--- src/rtl/reaction_stats_if.sv ---
// Tester-to-statistics bundle: stop/run/status/count from the tester, results back to display logic.
// HISTORY_EN adds the history select/readout pair.
interface reaction_stats_if;
    logic        stop_test;
    logic        run;
    logic        test_active;
    logic [15:0] count;
    logic [15:0] last_time;
    logic [15:0] best_time;
    logic        best_valid;
    logic [7:0]  trials;
    logic [7:0]  false_starts;
    logic        result_valid;
    logic        new_best;
    logic        false_start;
`ifdef HISTORY_EN
    logic [1:0]  hist_sel;
    logic [15:0] hist_time;

    modport master (
        output stop_test, run, test_active, count, hist_sel,
        input  last_time, best_time, best_valid, trials, false_starts,
               result_valid, new_best, false_start, hist_time
    );
    modport slave (
        input  stop_test, run, test_active, count, hist_sel,
        output last_time, best_time, best_valid, trials, false_starts,
               result_valid, new_best, false_start, hist_time
    );
`else
    modport master (
        output stop_test, run, test_active, count,
        input  last_time, best_time, best_valid, trials, false_starts,
               result_valid, new_best, false_start
    );
    modport slave (
        input  stop_test, run, test_active, count,
        output last_time, best_time, best_valid, trials, false_starts,
               result_valid, new_best, false_start
    );
`endif
endinterface

--- src/rtl/reaction_stats.sv ---
// Reaction-tester statistics: classifies each stop press as valid/false-start/ignored and keeps
// last, best, trial and false-start counts. Optional 4-deep history of valid times under HISTORY_EN.
module reaction_stats (
    input  logic             CLOCK_50,
    input  logic             reset,
    reaction_stats_if.slave  bus
);

    logic        r_stop_q;
    logic [15:0] r_last_time;
    logic [15:0] r_best_time;
    logic        r_best_valid;
    logic [7:0]  r_trials;
    logic [7:0]  r_false_starts;
    logic        r_result_valid;
    logic        r_new_best;
    logic        r_false_start;

    logic w_stop_edge;
    logic w_valid;
    logic w_false;
    logic w_better;

    // Two-digit BCD increment that sticks at 99 instead of wrapping.
    function automatic logic [7:0] bcd_inc(input logic [7:0] v);
        logic [7:0] res;
        res = v;
        if (v != 8'h99) begin
            if (v[3:0] == 4'd9) res = {v[7:4] + 4'd1, 4'd0};
            else                res = {v[7:4], v[3:0] + 4'd1};
        end
        return res;
    endfunction

    // NOTE: every always_comb output gets a value on every path, so no latch can be inferred.
    always_comb begin
        w_stop_edge = bus.stop_test & ~r_stop_q;
        w_valid     = w_stop_edge & bus.test_active;
        w_false     = w_stop_edge & ~bus.test_active & bus.run;
        // Packed BCD orders the same as plain unsigned binary, so a direct compare is exact.
        w_better    = w_valid & (~r_best_valid | (bus.count < r_best_time));
    end

    // NOTE: sequential state uses non-blocking assignments so all registers update from pre-edge values.
    always_ff @(posedge CLOCK_50) begin
        if (reset) begin
            r_stop_q       <= 1'b0;
            r_last_time    <= 16'h0000;
            r_best_time    <= 16'h0000;
            r_best_valid   <= 1'b0;
            r_trials       <= 8'h00;
            r_false_starts <= 8'h00;
            r_result_valid <= 1'b0;
            r_new_best     <= 1'b0;
            r_false_start  <= 1'b0;
        end else begin
            r_stop_q       <= bus.stop_test;
            r_result_valid <= w_valid;
            r_new_best     <= w_better;
            r_false_start  <= w_false;
            if (w_valid) begin
                r_last_time <= bus.count;
                r_trials    <= bcd_inc(r_trials);
            end
            if (w_better) begin
                r_best_time  <= bus.count;
                r_best_valid <= 1'b1;
            end
            if (w_false) begin
                r_false_starts <= bcd_inc(r_false_starts);
            end
        end
    end

    assign bus.last_time    = r_last_time;
    assign bus.best_time    = r_best_time;
    assign bus.best_valid   = r_best_valid;
    assign bus.trials       = r_trials;
    assign bus.false_starts = r_false_starts;
    assign bus.result_valid = r_result_valid;
    assign bus.new_best     = r_new_best;
    assign bus.false_start  = r_false_start;

`ifdef HISTORY_EN
    logic [15:0] r_hist [4];

    // NOTE: the history array is reset like ordinary flops; it is tiny and must read zero after reset.
    always_ff @(posedge CLOCK_50) begin
        if (reset) begin
            for (int k = 0; k < 4; k++) r_hist[k] <= 16'h0000;
        end else if (w_valid) begin
            r_hist[0] <= bus.count;
            for (int k = 1; k < 4; k++) r_hist[k] <= r_hist[k-1];
        end
    end

    assign bus.hist_time = r_hist[bus.hist_sel];
`endif

endmodule

--- src/flat_wrapper.sv ---
// flat-port wrapper written by rule: the top's interface ports become plain ports
module reaction_stats_flat 
  (CLOCK_50, reset, bus_stop_test, bus_run, bus_test_active, bus_count, bus_last_time, bus_best_time, bus_best_valid, bus_trials, bus_false_starts, bus_result_valid, bus_new_best, bus_false_start);
  reaction_stats_if bus_i ();
  input  logic CLOCK_50;
  input  logic reset;
  input wire logic [$bits(bus_i.stop_test)-1:0] bus_stop_test;
  input wire logic [$bits(bus_i.run)-1:0] bus_run;
  input wire logic [$bits(bus_i.test_active)-1:0] bus_test_active;
  input wire logic [$bits(bus_i.count)-1:0] bus_count;
  output wire logic [$bits(bus_i.last_time)-1:0] bus_last_time;
  output wire logic [$bits(bus_i.best_time)-1:0] bus_best_time;
  output wire logic [$bits(bus_i.best_valid)-1:0] bus_best_valid;
  output wire logic [$bits(bus_i.trials)-1:0] bus_trials;
  output wire logic [$bits(bus_i.false_starts)-1:0] bus_false_starts;
  output wire logic [$bits(bus_i.result_valid)-1:0] bus_result_valid;
  output wire logic [$bits(bus_i.new_best)-1:0] bus_new_best;
  output wire logic [$bits(bus_i.false_start)-1:0] bus_false_start;
  assign bus_i.stop_test = bus_stop_test;
  assign bus_i.run = bus_run;
  assign bus_i.test_active = bus_test_active;
  assign bus_i.count = bus_count;
  assign bus_last_time = bus_i.last_time;
  assign bus_best_time = bus_i.best_time;
  assign bus_best_valid = bus_i.best_valid;
  assign bus_trials = bus_i.trials;
  assign bus_false_starts = bus_i.false_starts;
  assign bus_result_valid = bus_i.result_valid;
  assign bus_new_best = bus_i.new_best;
  assign bus_false_start = bus_i.false_start;
  reaction_stats u_core (.CLOCK_50(CLOCK_50), .reset(reset), .bus(bus_i));
endmodule
--- config.mk ---
export PLATFORM = sky130hd
export DESIGN_NAME = reaction_stats_flat
export DESIGN_NICKNAME = d
export VERILOG_FILES = /design/src/rtl/reaction_stats_if.sv /design/src/rtl/reaction_stats.sv /design/src/flat_wrapper.sv
export SDC_FILE = /design/constraint.sdc
export NUM_CORES = 1
export LEC_CHECK = 0
export CORE_MARGIN = 2
export CORE_UTILIZATION = 35
export CTS_CLUSTER_DIAMETER = 50
export DETAILED_ROUTE_END_ITERATION = 12
export GPL_TIMING_DRIVEN = 0
export PLACE_DENSITY = 0.61
export SYNTH_ARGS = -nofsm -noshare
export SYNTH_HDL_FRONTEND = slang
export SYNTH_SLANG_ARGS = --single-unit
--- constraint.sdc ---
create_clock -name CLOCK_50 -period 3 [get_ports CLOCK_50]
set_input_delay 0.6 -clock CLOCK_50 [delete_from_list [all_inputs] [get_ports CLOCK_50]]
set_output_delay 0.6 -clock CLOCK_50 [all_outputs]
set_load 0.005 [all_outputs]
### Yosys cells after proc, flatten, opt, wreduce, memory -nomap -nowiden

Index checks and enable logic that the tools add are counted.

* register bits after elaboration: 53
* bits in latches: 0
* RAM bits: 0
* memory bits (read-only): 0
* input bits: 21
* output and inout bits: 52
* word-level logic and storage cells: 35
* memories: 0

* $add $sub $neg: 4
* multiply operators: 0
* divide/modulo/power cells: 0
* $lt $le $gt $ge: 1
* eq/ne operators: 4
* shifts and indexed selects: 0
* muxes and demuxes: 2
* bitwise gates (word level): 9
* reduce and logical (&&, ||, !) cells: 4

Operators with widths (number)
* adder 4 x 1 -> 4 bit, second input constant: 4
* < comparator 16 bit: 1
* != test 8 bit, second input constant: 2
* == test 4 bit, second input constant: 2
* 2-to-1 mux 4 bit: 2
* AND reduction 3 bit: 2
* AND 1 bit: 5
* AND reduction 2 bit: 2
* NOT 1 bit: 3
* OR 1 bit: 1

### Depth between registers and ports, before layout

* word-level depth: 5
* mapped depth: 8
* gate-level depth less buffers: 8

### Least setup slack after synthesis

OpenSTA, ideal clock, no wires.

* path kind: input-to-reg
* from: input bus_count[1]
* to: register u_core.r_best_time[0] (netlist: u_core.bus.best_time[0])
* setup time: 0.117 ns
* arrival: 2.253 ns
* required time: 2.883 ns
* slack: 0.630 ns
* stages on the path: 6
* path buffers: 0
* path through: ha_1 > a2111oi_4 > nor4_2 > o41ai_4 > a21oi_2 > a22o_1

* word-level cells in the longest chain between the ends: 3

Ends and longest elaborated chain
* from (decl): RTL line flat_wrapper.sv:10 `input wire logic [$bits(bus_i.count)-1:0] bus_count;`
* < comparator 16 bit: RTL line reaction_stats.sv:41 `w_better = w_valid & (~r_best_valid | (bus.count < r_best_time));`
* OR 1 bit: RTL line reaction_stats.sv:41
* AND 1 bit: RTL line reaction_stats.sv:41
* to (signal assigned): RTL line reaction_stats.sv:66 `r_best_time <= bus.count;`
* to (decl): RTL line reaction_stats.sv:11 `logic [15:0] r_best_time;`

Every way passes these cells.
A chain may end at the register's enable or synchronous reset.

### Worst setup path after layout

* from: input bus_count[15]
* to: register u_core.r_best_time[2] (netlist: u_core.bus.best_time[2])

Same word-level chain as after synthesis.

==> impl_summary.log <==
INFO  metric criticalPathCategory = in -> reg
INFO  metric hp-class = reg -> reg
INFO  metric pwr-share-comb = 14.6%
INFO  metric syn-instance-count = 274
INFO  metric total_of_hold_buffers_inserted_after_clock_tree_synthesis = 0
INFO  metric setup-tns-final = 0 ns
INFO  metric setup-violations-final = 0
INFO  metric grt_first_pass_wirelength = approximately 9500 microns
INFO  metric groute.layer.met3.usage = 3.905%
INFO  metric rows = 30
INFO  metric pin_count_of_the_biggest_net_entering_global_routing = 16
INFO  metric worst_r2r_startpoint = u_core.bus.best_time[14]
INFO  metric timing_max_transition_violations_final = 0
INFO  metric tritoncts = yes
INFO  metric seq_area_frac_synth = between 40% and 50%
INFO  metric floorplan.io_pins = 73
INFO  metric drc = 0
INFO  metric switching_power = 0.3469 mW
INFO  metric timing.reg2reg.worst_path_depth = 9
INFO  metric port_buffers = between 70 and 80
INFO  metric antenna_left = 0
INFO  metric cts_made_buffers = 5
INFO  metric cp-start-kind = input port
INFO  metric synth.ff_latch_count = 53
INFO  metric synth_top_cells_by_area = dfxtp_1 (44%), ha_1 (9.9%), a21oi_1 (6.9%), nand2_1 (6.8%), nor2_1 (3.6%)
INFO  metric swShare = 25.00%
INFO  metric clock_power_share = 31.8%
INFO  metric insertion_delay = 0.30 ns
INFO  metric status = finished clean
INFO  metric antenna_cells_inserted = 0
INFO  metric floorplan.initialDensity = 35.59%
INFO  metric unrepaired_setup_endpoints_after_global_routing = false
INFO  metric area.growth.synth_to_final = 38.78%
INFO  metric power.ir.vdd_worst = 0.1744 mV
INFO  metric dieArea = 7509 sq um
INFO  metric arrival = 3.11 ns
INFO  metric ys.warnings.count = 0
INFO  metric cts_htree_levels = 2
INFO  metric cts.sink_count = 53
INFO  metric syn_nets = 314
INFO  metric numPlacedInstances = between 400 and 500
INFO  metric avgViaCountPerCell = 4.880
INFO  metric layout-drive-gt1-share = 4.789%
INFO  metric final_cell_mix = clkdlybuf4s50_1 (71), dfxtp_1 (53), nand2_1 (43)
INFO  metric hold_viol_final = 0
INFO  metric wl = 5858 microns
INFO  metric nFillCells = around 650
INFO  metric antenna_violations_before_repair = 0
INFO  metric critical_path_required = around 3.3 ns
INFO  metric global_route.usage.met1 = 21.14%
INFO  metric cts.reportedPaths.clkPinSlew = 0.10 ns
INFO  metric groute.usage.overall = 15.86%
INFO  metric fin_skew = about 0.0072 ns
INFO  metric synth_top_cell_area_share = 44.37%
INFO  metric timing.final.crit_period = 2.856 ns
INFO  metric final_net_count = 394
INFO  metric leakage = 1.185 nW
INFO  metric dr_total_vias = 2,123
INFO  metric holdPathStages = 2
INFO  metric grt.met2_usage = 25.52%
INFO  metric drtPass1Iterations = 4
INFO  metric final_period_util = around 95%
INFO  metric tightest_slew = a little over 0.8 ns
INFO  metric max_clock_freq = 350.2 MHz
INFO  metric hpwl = around 4300 microns
INFO  metric hold_start = u_core.bus.last_time[11]
INFO  metric layout.cells.most_common = clkdlybuf4s50_1
INFO  metric critical_path_peak_fanout = 8
INFO  metric p_per_area = 418.2 nW/um^2
INFO  metric crit_path_end_kind = register
INFO  metric synth_top_area_cell = dfxtp_1
INFO  metric power_report.internal_total = 1.041 mW
INFO  metric gr-max-usage-layer = met2
INFO  metric post_drt_wl_per_cell = 13.47 microns
INFO  metric timing.hold.ws = 0.4564 ns
INFO  metric chipWidth = 86.66 microns
INFO  metric pwr-share-seq = 53.6%
INFO  metric distinct_cell_type_count_after_synthesis = 36
INFO  metric summed_instance_area_of_the_synthesized_netlist = between 2000 and 2500 sq um
INFO  metric via_count_of_the_first_global_routing_pass = about 2,000
INFO  metric clockRootBuffer = clkbuf_8
INFO  metric grt_remaining_overflow = 0
INFO  metric rd_place_congestion = 0.8298
INFO  metric drtIter0Drc = 95
INFO  metric relSlewSlack = ~44%
INFO  metric core_area = approximately 6700 sq um
INFO  metric instances_no_fill = 435
INFO  metric timing.max_cap.violations = 0
INFO  metric timing.critical_path.from = bus_count[15]
INFO  metric cts-root-to-sink-buffers = 2
INFO  metric synth.avg_cell_area = 8.726 sq um
INFO  metric die_height = 86.66 microns
[synthesized netlist by cell type, drive strengths merged]
master / number
a2111oi: 1
a211oi: 2
a21o: 1
a21oi: 34
a22o: 8
a31oi: 1
a41o: 1
and2: 1
and3b: 1
and4: 2
and4bb: 1
buf: 1
clkbuf: 9
dfxtp: 53
ha: 19
inv: 17
nand2: 43
nand2b: 2
nand3: 11
nand3b: 2
nand4: 5
nor2: 23
nor2b: 3
nor3: 7
nor4: 2
o21a: 1
o21ai: 11
o41a: 1
o41ai: 1
or3: 1
xnor2: 2
xor2: 7
[power groups by stage]
stage	sequential (mW)	clock, mW	combinational (mW)
3_5_place_dp	0.760	0	0.200
4_1_cts	0.744	0.457	0.201
2_1_floorplan	0.760	0	0.0929
5_1_grt	0.747	0.477	0.226
3_3_place_gp	0.760	0	0.198
6_report	0.743	0.442	0.202
[cell families after synthesis]
kind of cell | count (synthesis) | share of synthesized area [%]
fa+ha+maj | 19 | 9.943
flops | 53 | 44.37
compound gates | 62 | 17.22
buf+inv | 27 | 4.238
xor+xnor | 9 | 3.297
simple gates | 104 | 20.93
[what timing repair did]
action                     CTS  global route
setup endpoints to repair    0             8
gates resized for setup      0             1
buffers inserted             0             2
[through the flow]
step | setup slack, ns | total power, mW | utilization [%] | area [sq um]
after detailed placement | -0.1784 | 0.9600 | 47.65 | 3202
after floorplan | 0.6301 | 0.8527 | - | 2391
after global routing | 0.03234 | 1.450 | 49.39 | 3318
after CTS | 0.1352 | 1.402 | 49.16 | 3303
final | 0.1442 | 1.388 | 49.39 | 3318
after global placement | -0.1922 | 0.9575 | 47.65 | 3202
[per-layer routing]
metal / wire length [microns] / share of wire [%] / vias up
met3: 321 / 5.5 / 7
li1: - / - / 1103
met5: 0 / 0 / -
met2: 2543 / 43 / 66
met1: 2925 / 50 / 947
met4: 68 / 1.2 / 0
[worst max-delay path, stage by stage]
cell and delay, ns:
clkdlybuf4s50_1 0.48, ha_1 0.34, and4_1 0.25, nand2_1 0.11, nor4_2 0.38, o41ai_4 0.14, buf_4 0.19, a21oi_2 0.40
a22o_1 0.22
[final timing paths]
path                                   end  slack, ns
setup / recovery   u_core.bus.best_time[2]       0.14
hold / removal    u_core.bus.last_time[11]       0.46
setup reg to reg   u_core.bus.best_time[2]       0.54
hold reg to reg   u_core.bus.last_time[11]       0.46
[registers in the layout (all words and copies together) (netlist names)]
register	cells
u_core.bus.trials	8
u_core.bus.last_time	16
u_core.bus.new_best	1
u_core.bus.result_valid	1
u_core.r_stop_q	1
u_core.bus.false_starts	8
u_core.bus.best_valid	1
u_core.bus.best_time	16
u_core.bus.false_start	1
[final cells by class]
type	count	area, sq um	area share [%]
Multi-Input combinational cell	194	1229	37.03
Sequential cell	53	1061	31.98
Timing Repair Buffer	73	725.7	21.87
Tap cell	80	100.1	3.017
Clock buffer	7	96.34	2.903
Inverter	17	63.81	1.923
Buffer	10	37.54	1.131
Clock inverter	1	5.005	0.1508
(Power assumes the default switching activity.)
